<file path="config.mk">
export PLATFORM = sky130hd
export DESIGN_NAME = bs_batch_dispatcher
export DESIGN_NICKNAME = d
export VERILOG_FILES = /design/src/rtl/bs_batch_dispatcher.sv
export SDC_FILE = /design/constraint.sdc
export NUM_CORES = 1
export LEC_CHECK = 0
export BUFFER_PORTS_ARGS = -buffer_cell sky130_fd_sc_hd__buf_2
export CAP_MARGIN = 20
export CORE_ASPECT_RATIO = 0.8
export CORE_UTILIZATION = 42
export CTS_CLUSTER_DIAMETER = 30
export DETAILED_ROUTE_END_ITERATION = 8
export GPL_TIMING_DRIVEN = 0
export PLACE_DENSITY = 0.68
export SLEW_MARGIN = 10
export SYNTH_ARGS = -nofsm -noshare
export SYNTH_HDL_FRONTEND = slang
export SYNTH_SLANG_ARGS = --single-unit
</file>
<file path="constraint.sdc">
create_clock -name clk -period 3.4 [get_ports clk]
set_input_delay 0.17 -clock clk [delete_from_list [all_inputs] [get_ports clk]]
set_output_delay 0.17 -clock clk [all_outputs]
set_load 0.02 [all_outputs]
</file>
<file path="src/rtl/bs_batch_dispatcher.sv">
// rtl/bs_batch_dispatcher.sv - multi-core Black-Scholes job dispatcher with in-order reorder buffer
module bs_batch_dispatcher #(
    parameter int NUM_CORES = 4,
    parameter int WIDTH     = 16,
    parameter int FRAC      = 10,
    parameter int TAG_W     = 8,
    parameter int DEPTH     = 8
) (
    input  logic                         clk,
    input  logic                         rst_n,
    input  logic                         in_valid,
    output logic                         in_ready,
    input  logic [WIDTH-1:0]             in_S,
    input  logic [WIDTH-1:0]             in_K,
    input  logic [WIDTH-1:0]             in_r,
    input  logic [WIDTH-1:0]             in_sigma,
    input  logic [WIDTH-1:0]             in_T,
    input  logic [TAG_W-1:0]             in_tag,
    output logic                         out_valid,
    input  logic                         out_ready,
    output logic [WIDTH-1:0]             out_price,
    output logic [TAG_W-1:0]             out_tag,
    output logic                         out_err,
    output logic [NUM_CORES-1:0]         core_start,
    output logic [NUM_CORES*5*WIDTH-1:0] core_ops,
    input  logic [NUM_CORES-1:0]         core_done,
    input  logic [NUM_CORES*WIDTH-1:0]   core_price,
    output logic [$clog2(DEPTH):0]       outstanding
);

    localparam int PTR_W = (DEPTH > 1) ? $clog2(DEPTH) : 1;
    localparam int CNT_W = $clog2(DEPTH) + 1;
    localparam int OPS_W = 5 * WIDTH;
    // A misconfigured instance never accepts work rather than mis-pricing it.
    localparam logic CFG_OK = (FRAC >= 0) && (FRAC < WIDTH) && (DEPTH >= NUM_CORES);
    localparam logic signed [WIDTH-1:0] ZERO = '0;

    logic [PTR_W-1:0]             r_wr_ptr;
    logic [PTR_W-1:0]             r_rd_ptr;
    logic [CNT_W-1:0]             r_outstanding;
    logic [NUM_CORES-1:0]         r_busy;
    logic [NUM_CORES-1:0]         r_done_q;
    logic [NUM_CORES-1:0]         r_core_start;
    logic [NUM_CORES*OPS_W-1:0]   r_core_ops;
    logic [PTR_W-1:0]             r_core_seq [NUM_CORES];
    logic [DEPTH-1:0]             r_rob_valid;
    logic [DEPTH-1:0]             r_rob_err;
    logic [WIDTH-1:0]             r_rob_price [DEPTH];
    logic [TAG_W-1:0]             r_rob_tag [DEPTH];

    logic [NUM_CORES-1:0]         w_capture;
    logic [NUM_CORES-1:0]         w_grant;
    logic                         w_any_idle;
    logic                         w_job_ok;
    logic                         w_accept;
    logic                         w_pop;
    logic [PTR_W-1:0]             w_wr_ptr_nxt;
    logic [PTR_W-1:0]             w_rd_ptr_nxt;

    assign w_any_idle = ~&r_busy;
    // Lowest-index idle core: isolate the lowest zero bit of the busy vector.
    assign w_grant    = ~r_busy & (r_busy + NUM_CORES'(1));
    assign w_capture  = core_done & ~r_done_q & r_busy;
    assign w_job_ok   = ($signed(in_S) > ZERO) && ($signed(in_K) > ZERO) &&
                        ($signed(in_sigma) > ZERO) && ($signed(in_T) > ZERO);

    assign in_ready   = rst_n & CFG_OK & (r_outstanding < CNT_W'(DEPTH)) & w_any_idle;
    assign w_accept   = in_valid & in_ready;
    assign out_valid  = r_rob_valid[r_rd_ptr];
    assign out_price  = r_rob_price[r_rd_ptr];
    assign out_tag    = r_rob_tag[r_rd_ptr];
    assign out_err    = r_rob_err[r_rd_ptr];
    assign w_pop      = out_valid & out_ready;

    assign w_wr_ptr_nxt = (r_wr_ptr == PTR_W'(DEPTH - 1)) ? '0 : r_wr_ptr + PTR_W'(1);
    assign w_rd_ptr_nxt = (r_rd_ptr == PTR_W'(DEPTH - 1)) ? '0 : r_rd_ptr + PTR_W'(1);

    assign core_start  = r_core_start;
    assign core_ops    = r_core_ops;
    assign outstanding = r_outstanding;

    always_ff @(posedge clk or negedge rst_n) begin
        if (!rst_n) begin
            r_wr_ptr      <= '0;
            r_rd_ptr      <= '0;
            r_outstanding <= '0;
            r_busy        <= '0;
            r_done_q      <= '0;
            r_core_start  <= '0;
            r_core_ops    <= '0;
            r_rob_valid   <= '0;
            r_rob_err     <= '0;
            for (int c = 0; c < NUM_CORES; c++) begin
                r_core_seq[c] <= '0;
            end
            for (int i = 0; i < DEPTH; i++) begin
                r_rob_price[i] <= '0;
                r_rob_tag[i]   <= '0;
            end
        end else begin
            r_done_q     <= core_done;
            r_core_start <= '0;

            for (int c = 0; c < NUM_CORES; c++) begin
                if (w_capture[c]) begin
                    r_busy[c]                    <= 1'b0;
                    r_rob_valid[r_core_seq[c]]   <= 1'b1;
                    r_rob_err[r_core_seq[c]]     <= 1'b0;
                    r_rob_price[r_core_seq[c]]   <= core_price[c*WIDTH +: WIDTH];
                end
            end

            if (w_accept) begin
                r_rob_tag[r_wr_ptr] <= in_tag;
                r_wr_ptr            <= w_wr_ptr_nxt;
                if (w_job_ok) begin
                    for (int c = 0; c < NUM_CORES; c++) begin
                        if (w_grant[c]) begin
                            r_busy[c]                      <= 1'b1;
                            r_core_start[c]                <= 1'b1;
                            r_core_seq[c]                  <= r_wr_ptr;
                            r_core_ops[c*OPS_W +: OPS_W]   <= {in_S, in_K, in_r, in_sigma, in_T};
                        end
                    end
                end else begin
                    // Rejected jobs bypass the cores and complete immediately.
                    r_rob_valid[r_wr_ptr] <= 1'b1;
                    r_rob_err[r_wr_ptr]   <= 1'b1;
                    r_rob_price[r_wr_ptr] <= '0;
                end
            end

            if (w_pop) begin
                r_rob_valid[r_rd_ptr] <= 1'b0;
                r_rd_ptr              <= w_rd_ptr_nxt;
            end

            case ({w_accept, w_pop})
                2'b10:   r_outstanding <= r_outstanding + CNT_W'(1);
                2'b01:   r_outstanding <= r_outstanding - CNT_W'(1);
                default: r_outstanding <= r_outstanding;
            endcase
        end
    end

endmodule

</file>
==> flow_summary.yaml, run 1 <==
sta:
  worst_slack_ns: 0.0379
  final-hold-violation-count: 0
  tightest_slew_ns: 1.17
  timing.fmax_mhz: 297
  setup_tns_ns: 0
  slew_headroom: 0.219
  rsz0062_at_grt: "false"
  period_share: 0.989
  min_period_ns: 3.36
  slew_viol_final: 0
  setup_viol_count_final: 0
  skew_ns: 0.0668
floorplanning:
  die_height_um: 231
  core_um2: 64500
  start_util: 0.427
  die_w_um: 288
  rows: 83
  dieArea_um2: 66600
  num_io_pins: 515
synth:
  syn-num-nets: 2486
  synthCells: 2318
  synth_top_area_frac: 0.510
  seq_area_frac_synth: 0.510
  ys_ff_latch: 562
  yosysUniqueCellTypes: 67
  synth_edf_count: 0
  synth-main-ff-cell: "dfrtp_1"
  yosys_warnings: 0
  synthArstFlopShare: 1.00
  yosys-top-cells-area: "dfrtp_1, mux2_2, mux4_2, nor2_1, o31a_1"
  syn_area_um2: 27600
  synth_top_cell_by_area: "dfrtp_1"
  postSynthAreaPerCell_um2: 11.9
grt:
  grt_pass1_vias: 25300
  grt_usage: 0.345
  grt_pass1_wl_um: 169000
  antenna_found_initial: 10
  overflow: 0
  grt_max_degree: 108
route:
  drc: 26
  routedWlPerCell_um: 29.0
  first_pass_iters: 8
  detail_route.iter0.violations: 2509
  vias: 24300
  routed_wl_um: 116000
  ant_nets: 0
  vias_per_cell: 6.09
placed_design:
  dp_slack_ns: 0.197
  dpl_cell_area_um2: 31100
  hpwl_um: 81500
  gp_congestion: 0.986
  portBuffers: 466
clocking:
  path_clk_slew_ns: 0.05
  clockRootBuffer: "clkbuf_16"
  cts_tree: "yes"
  clk_latency_ns: 0.71
  cts_setup_buffers: 0
  htreeDepth: 3
  clk_path_buf_depth: 3
  clock_sinks: 562
  numCtsBuffers: 116
critical_path:
  cp.arrival_ns: 4.00
  timing.rr.end: "r_rob_price[112]"
  critPathLaunchType: "flop"
  max_stage_delay_ns: 0.83
  crit_slowest_cell: "nor3_1"
  path_class: "reg2reg"
  worstPathCellList: "nand4bb_1 > nor3_1 > clkbuf_1 > nand2_1 > a311oi_1 > dlygate4sd3_1"
  critPathCaptureType: "flop"
  critical_path_required_ns: 4.04
  path_buf_inv: 2
  r2r_setup_slack_ns: 0.04
  reg2regPathDepth: 6
  worstReg2RegStart: "r_busy[2]"
  critPathTopFamily: "buffers and inverters"
  worst-path-max-fanout: 10
cells_and_area:
  register_area_um2: 14100
  drive_gt1_frac: 0.408
  design_area_um2: 36500
  post-route-util: 0.567
  syn_to_final_growth_pct: 32.6
  nets: 3196
  n_fill_cell: 5310
  multi_input_area_um2: 12400
worst_hold_path:
  hold_class: "in2async"
pwr:
  p_leak_nw: 18.1
  fin_total_pwr_w: 0.0256
  power-per-cell-area_nw_per_um2: 699
  vdd_ir_drop_max_v: 0.000605
outcome:
  violations: "DRC"
  status: "finished, violations left"
job:
  drv_cap: 0
registers in the layout, summed over array words and instances (netlist names):
name         cells
r_rd_ptr         3
r_rob_valid      8
r_done_q         4
core_ops       320
r_busy           4
r_rob_tag       64
outstanding      4
r_wr_ptr         3
r_rob_price    128
core_start       4
r_rob_err        8
r_core_seq      12
metal layers:
metal	share of wire	GRT usage
met3	0.11	0.123
met2	0.45	0.516
met1	0.40	0.449
met4	0.045	0.151
met5	0.00033	0
logic make-up (layout without fill, tap and decap cells):
logic type      Yosys count  after routing  share of synthesized area
mux                     482            482                      0.223
xor+xnor                  4              4                    0.00127
simple gates            637            637                      0.112
fa+ha+maj                 8              8                    0.00391
buf+inv                 235           1046                     0.0391
other cells               0              8                          0
compound gates          390            390                      0.110
flops                   562            562                      0.510
timing repair:
action                     4_1_cts  5_1_grt
gates resized for setup          7        0
setup endpoints to repair       24        0
hold endpoints to repair       571        0
hold buffers                   120        0
synth_stat cells, types with 17 or more instances:
master,instances
mux2_2,380
nand2_1,78
nor3_1,119
dfrtp_1,562
nand3_1,32
a311oi_1,32
buf_2,58
o21ai_0,17
a221oi_1,76
and3_1,38
nor2_1,247
mux2_4,40
a211oi_1,51
and2_1,31
o31a_1,80
nor2b_1,19
a21oi_1,83
clkbuf_1,112
mux4_2,52
buf_1,24
area by class of cell:
type | instances | area share
flip-flops and latches | 562 | 0.385
multi-input cells | 1521 | 0.340
repair buffers | 592 | 0.102
clock buffers | 133 | 0.0845
clock inverters | 86 | 0.0300
well taps | 850 | 0.0291
plain buffers | 226 | 0.0288
inverters | 9 | 0.000925
diodes | 8 | 0.000548
layout by cell type, fill, tap and decap left out, types with 10 or more instances in the layout:
cell type	instances
nor2_1	247
clkinv_2	15
buf_2	523
dfrtp_1	562
clkbuf_2	18
bufinv_16	16
and2_1	31
and3_1	38
nand2_1	78
inv_6	23
o31a_1	80
a221oi_1	76
nor3_1	119
o21ai_0	17
clkinvlp_4	16
nand2b_1	13
a211oi_1	51
a21oi_1	83
mux2_4	40
buf_4	13
mux2_2	380
nor4_1	14
mux4_2	52
a311o_1	12
a311oi_1	32
nand3_1	32
clkbuf_16	117
clkbuf_8	10
buf_1	24
nor2b_1	19
dlygate4sd3_1	120
clkbuf_1	111
how the worst max path moves through the flow:
stage,from,cells after the start,slack (ns),endpoint
after global placement,rst_n,8,-9.51,core_ops[146]
after detailed placement,in_sigma[0],8,0.20,r_rob_price[126]
after global routing,rst_n,10,0.02,r_rob_price[112]
after CTS,r_rd_ptr[0],5,0.17,out_price[14]
final,r_busy[2],6,0.04,r_rob_price[112]
after floorplan,r_rd_ptr[2],12,0.66,outstanding[3]
per-stage QoR:
step	hold slack (ns)	std cells
5_1_grt	0.0311	3982
6_report	0.0336	3987
3_5_place_dp	0.177	3640
4_1_cts	0.00302	3979
2_1_floorplan	-0.126	2318
3_3_place_gp	0.321	3634
report_power, final:
group          switching, W  total, W  internal (W)
sequential         0.000561   0.00816       0.00760
combinational       0.00308   0.00539       0.00231
clock               0.00418    0.0120       0.00783
total               0.00782    0.0256        0.0177
(Power assumes the default switching activity.)
==> run 2: changes to the inputs <==
CELL_PAD_IN_SITES_DETAIL_PLACEMENT = 0   (was not set)
CELL_PAD_IN_SITES_GLOBAL_PLACEMENT = 2   (was not set)
CORE_UTILIZATION = 37   (was 42)
PLACE_DENSITY = 0.85   (was 0.68)
TNS_END_PERCENT = 100   (was not set)
==> run 2 against run 1 <==
The run still ends with DRC left. Core utilization decreased by 6.9 points. Register-to-register slack better by 0.28 ns. First-iteration DRC count fell by 12%. Non-clock buffer count is 4 higher. Final cell count grew 3.8%. Maximum frequency grew 0.84%. Via count down 1.6%. Global-route usage down 4.4 points. Hold slack improved by 0.0022 ns. Count of clock-buffer cells in the layout grew 17. Design area grew 0.42%. Total power fell by 1.5%.
==> flow_summary.yaml, run 2 (synthesis gave the netlist of run 1 again) <==
sta:
  tightest_slew_ns: 0.931
  setup_viol_count_final: 0
  slew_headroom: 0.380
  final-hold-violation-count: 0
  min_period_ns: 3.33
  skew_ns: 0.0241
  rsz0062_at_grt: "false"
  period_share: 0.981
  slew_viol_final: 0
  timing.fmax_mhz: 300
route:
  routedWlPerCell_um: 27.9
  first_pass_iters: 9
  vias: 23900
  detail_route.iter0.violations: 2209
  vias_per_cell: 5.78
  ant_nets: 0
  routed_wl_um: 115000
  drc: 4
floorplanning:
  num_io_pins: 515
  dieArea_um2: 75600
  core_um2: 73700
  die_w_um: 307
  start_util: 0.374
  die_height_um: 246
  rows: 89
clocking:
  path_clk_slew_ns: 0.05
  clk_path_buf_depth: 3
  clk_latency_ns: 0.70
  htreeDepth: 3
  clockRootBuffer: "clkbuf_16"
  clock_sinks: 562
  cts_tree: "yes"
  numCtsBuffers: 117
critical_path:
  critical_path_required_ns: 3.23
  worstReg2RegStart: "r_rd_ptr[2]"
  cp-startpoint: "r_rd_ptr[1]"
  path_class: "reg2out"
  reg2regPathDepth: 12
  crit_slowest_cell: "clkbuf_1"
  critPathLaunchType: "flop"
  crit_end: "out_price[6]"
  critPathCaptureType: "primary output"
  max_stage_delay_ns: 0.65
  worstPathCellList: "clkbuf_2 > clkbuf_1 > mux4_2 > mux2_2 > buf_2"
  worst-path-max-fanout: 10
  timing.rr.end: "outstanding[3]"
  cp.arrival_ns: 3.16
  r2r_setup_slack_ns: 0.32
cells_and_area:
  final_cell_mix: "dfrtp_1, buf_2, mux2_2, nor2_1, clkbuf_1"
  nets: 3201
  largest_reg_flops: 320
  mostFrequentLayoutCell: "dfrtp_1"
  fin_cells: 4140
  syn_to_final_growth_pct: 33.2
  design_area_um2: 36700
  drive_gt1_frac: 0.408
pwr:
  p_comb_frac: 0.216
  pwr-share-clk: 0.459
  p_sw_frac: 0.304
  p_leak_nw: 18.1
  intPower_w: 0.0175
  power-per-cell-area_nw_per_um2: 686
  vdd_ir_drop_max_v: 0.000487
  seq_power_share: 0.325
  p_sw_w: 0.00765
placed_design:
  portBuffers: 466
  hpwl_um: 84800
  gp_congestion: 0.950
  dpl_cell_area_um2: 31300
  place_inst: 3790
worst_hold_path:
  hold_class: "in2reg"
outcome:
  violations: "DRC"
  status: "finished, violations left"
grt:
  grt_usage: 0.300
  antenna_found_initial: 12
  grt_pass1_wl_um: 166000
  grt_pass1_vias: 23900
  overflow: 0
  grt_max_degree: 109
job:
  drv_cap: 0
run 2: metrics by stage:
stage	setup WS (ns)	power, W	hold WS (ns)	setup TNS (ns)	util
after CTS	0.0600	0.0252	0.00959	0	0.497
after global routing	0.00549	0.0260	0.0372	0	0.498
after global placement	-9.75	0.0133	0.320	-	0.422
after floorplan	0.656	0.0114	-0.126	0	-
after detailed placement	-0.974	0.0135	0.279	-284.20	0.424
final	0.0659	0.0252	0.0358	0	0.498
run 2: what timing repair did:
item                                   CTS  global route
buffers inserted                         0             3
cloned                                   0             0
resized for setup                        8             7
hold buffers                           121             0
setup endpoints to repair              145            16
endpoints found under the hold margin  554             0
run 2: worst min-delay path by stage:
stage / from / to / slack [ns] / depth (start not counted)
3_3_place_gp: core_done[3] / r_done_q[3] / 0.32 / 1
2_1_floorplan: rst_n / core_ops[0] / -0.13 / 0
5_1_grt: core_price[14] / r_rob_price[30] / 0.04 / 4
4_1_cts: core_price[14] / r_rob_price[30] / 0.01 / 4
6_report: in_valid / r_wr_ptr[1] / 0.04 / 3
3_5_place_dp: rst_n / r_rob_price[105] / 0.28 / 1
run 2: layout make-up:
type,instances,area [um^2]
clock inverter,72,811
multi-input combinational,1521,12400
inverter,9,33.8
clock buffer,150,3210
sequential,562,14100
fill,6642,37000
buffer,226,1050
tap,1001,1250
timing repair buffer,596,3830
antenna,3,7.51
run 2: critical path: cells and delay by family, from the launching register on:
family	cells	cell delay [ns]
buffers and inverters	3	1.22
flip-flops	1	0.45
multiplexers	2	0.81
run 2: power groups by stage:
stage               Clock, W  Sequential [W]  Combinational [W]
floorplan                  0         0.00845            0.00295
global placement           0         0.00820            0.00512
detailed placement         0         0.00825            0.00524
CTS                   0.0117         0.00815            0.00542
global route          0.0120         0.00827            0.00576
finish                0.0116         0.00818            0.00544
run 2: layer usage:
layer / vias up / part of all wire / global-route usage
li1: 10000 / - / -
met1: 12300 / 0.42 / 0.414
met2: 1318 / 0.44 / 0.447
met3: 271 / 0.10 / 0.0889
met4: 12 / 0.035 / 0.106
met5: - / 0.00071 / 0
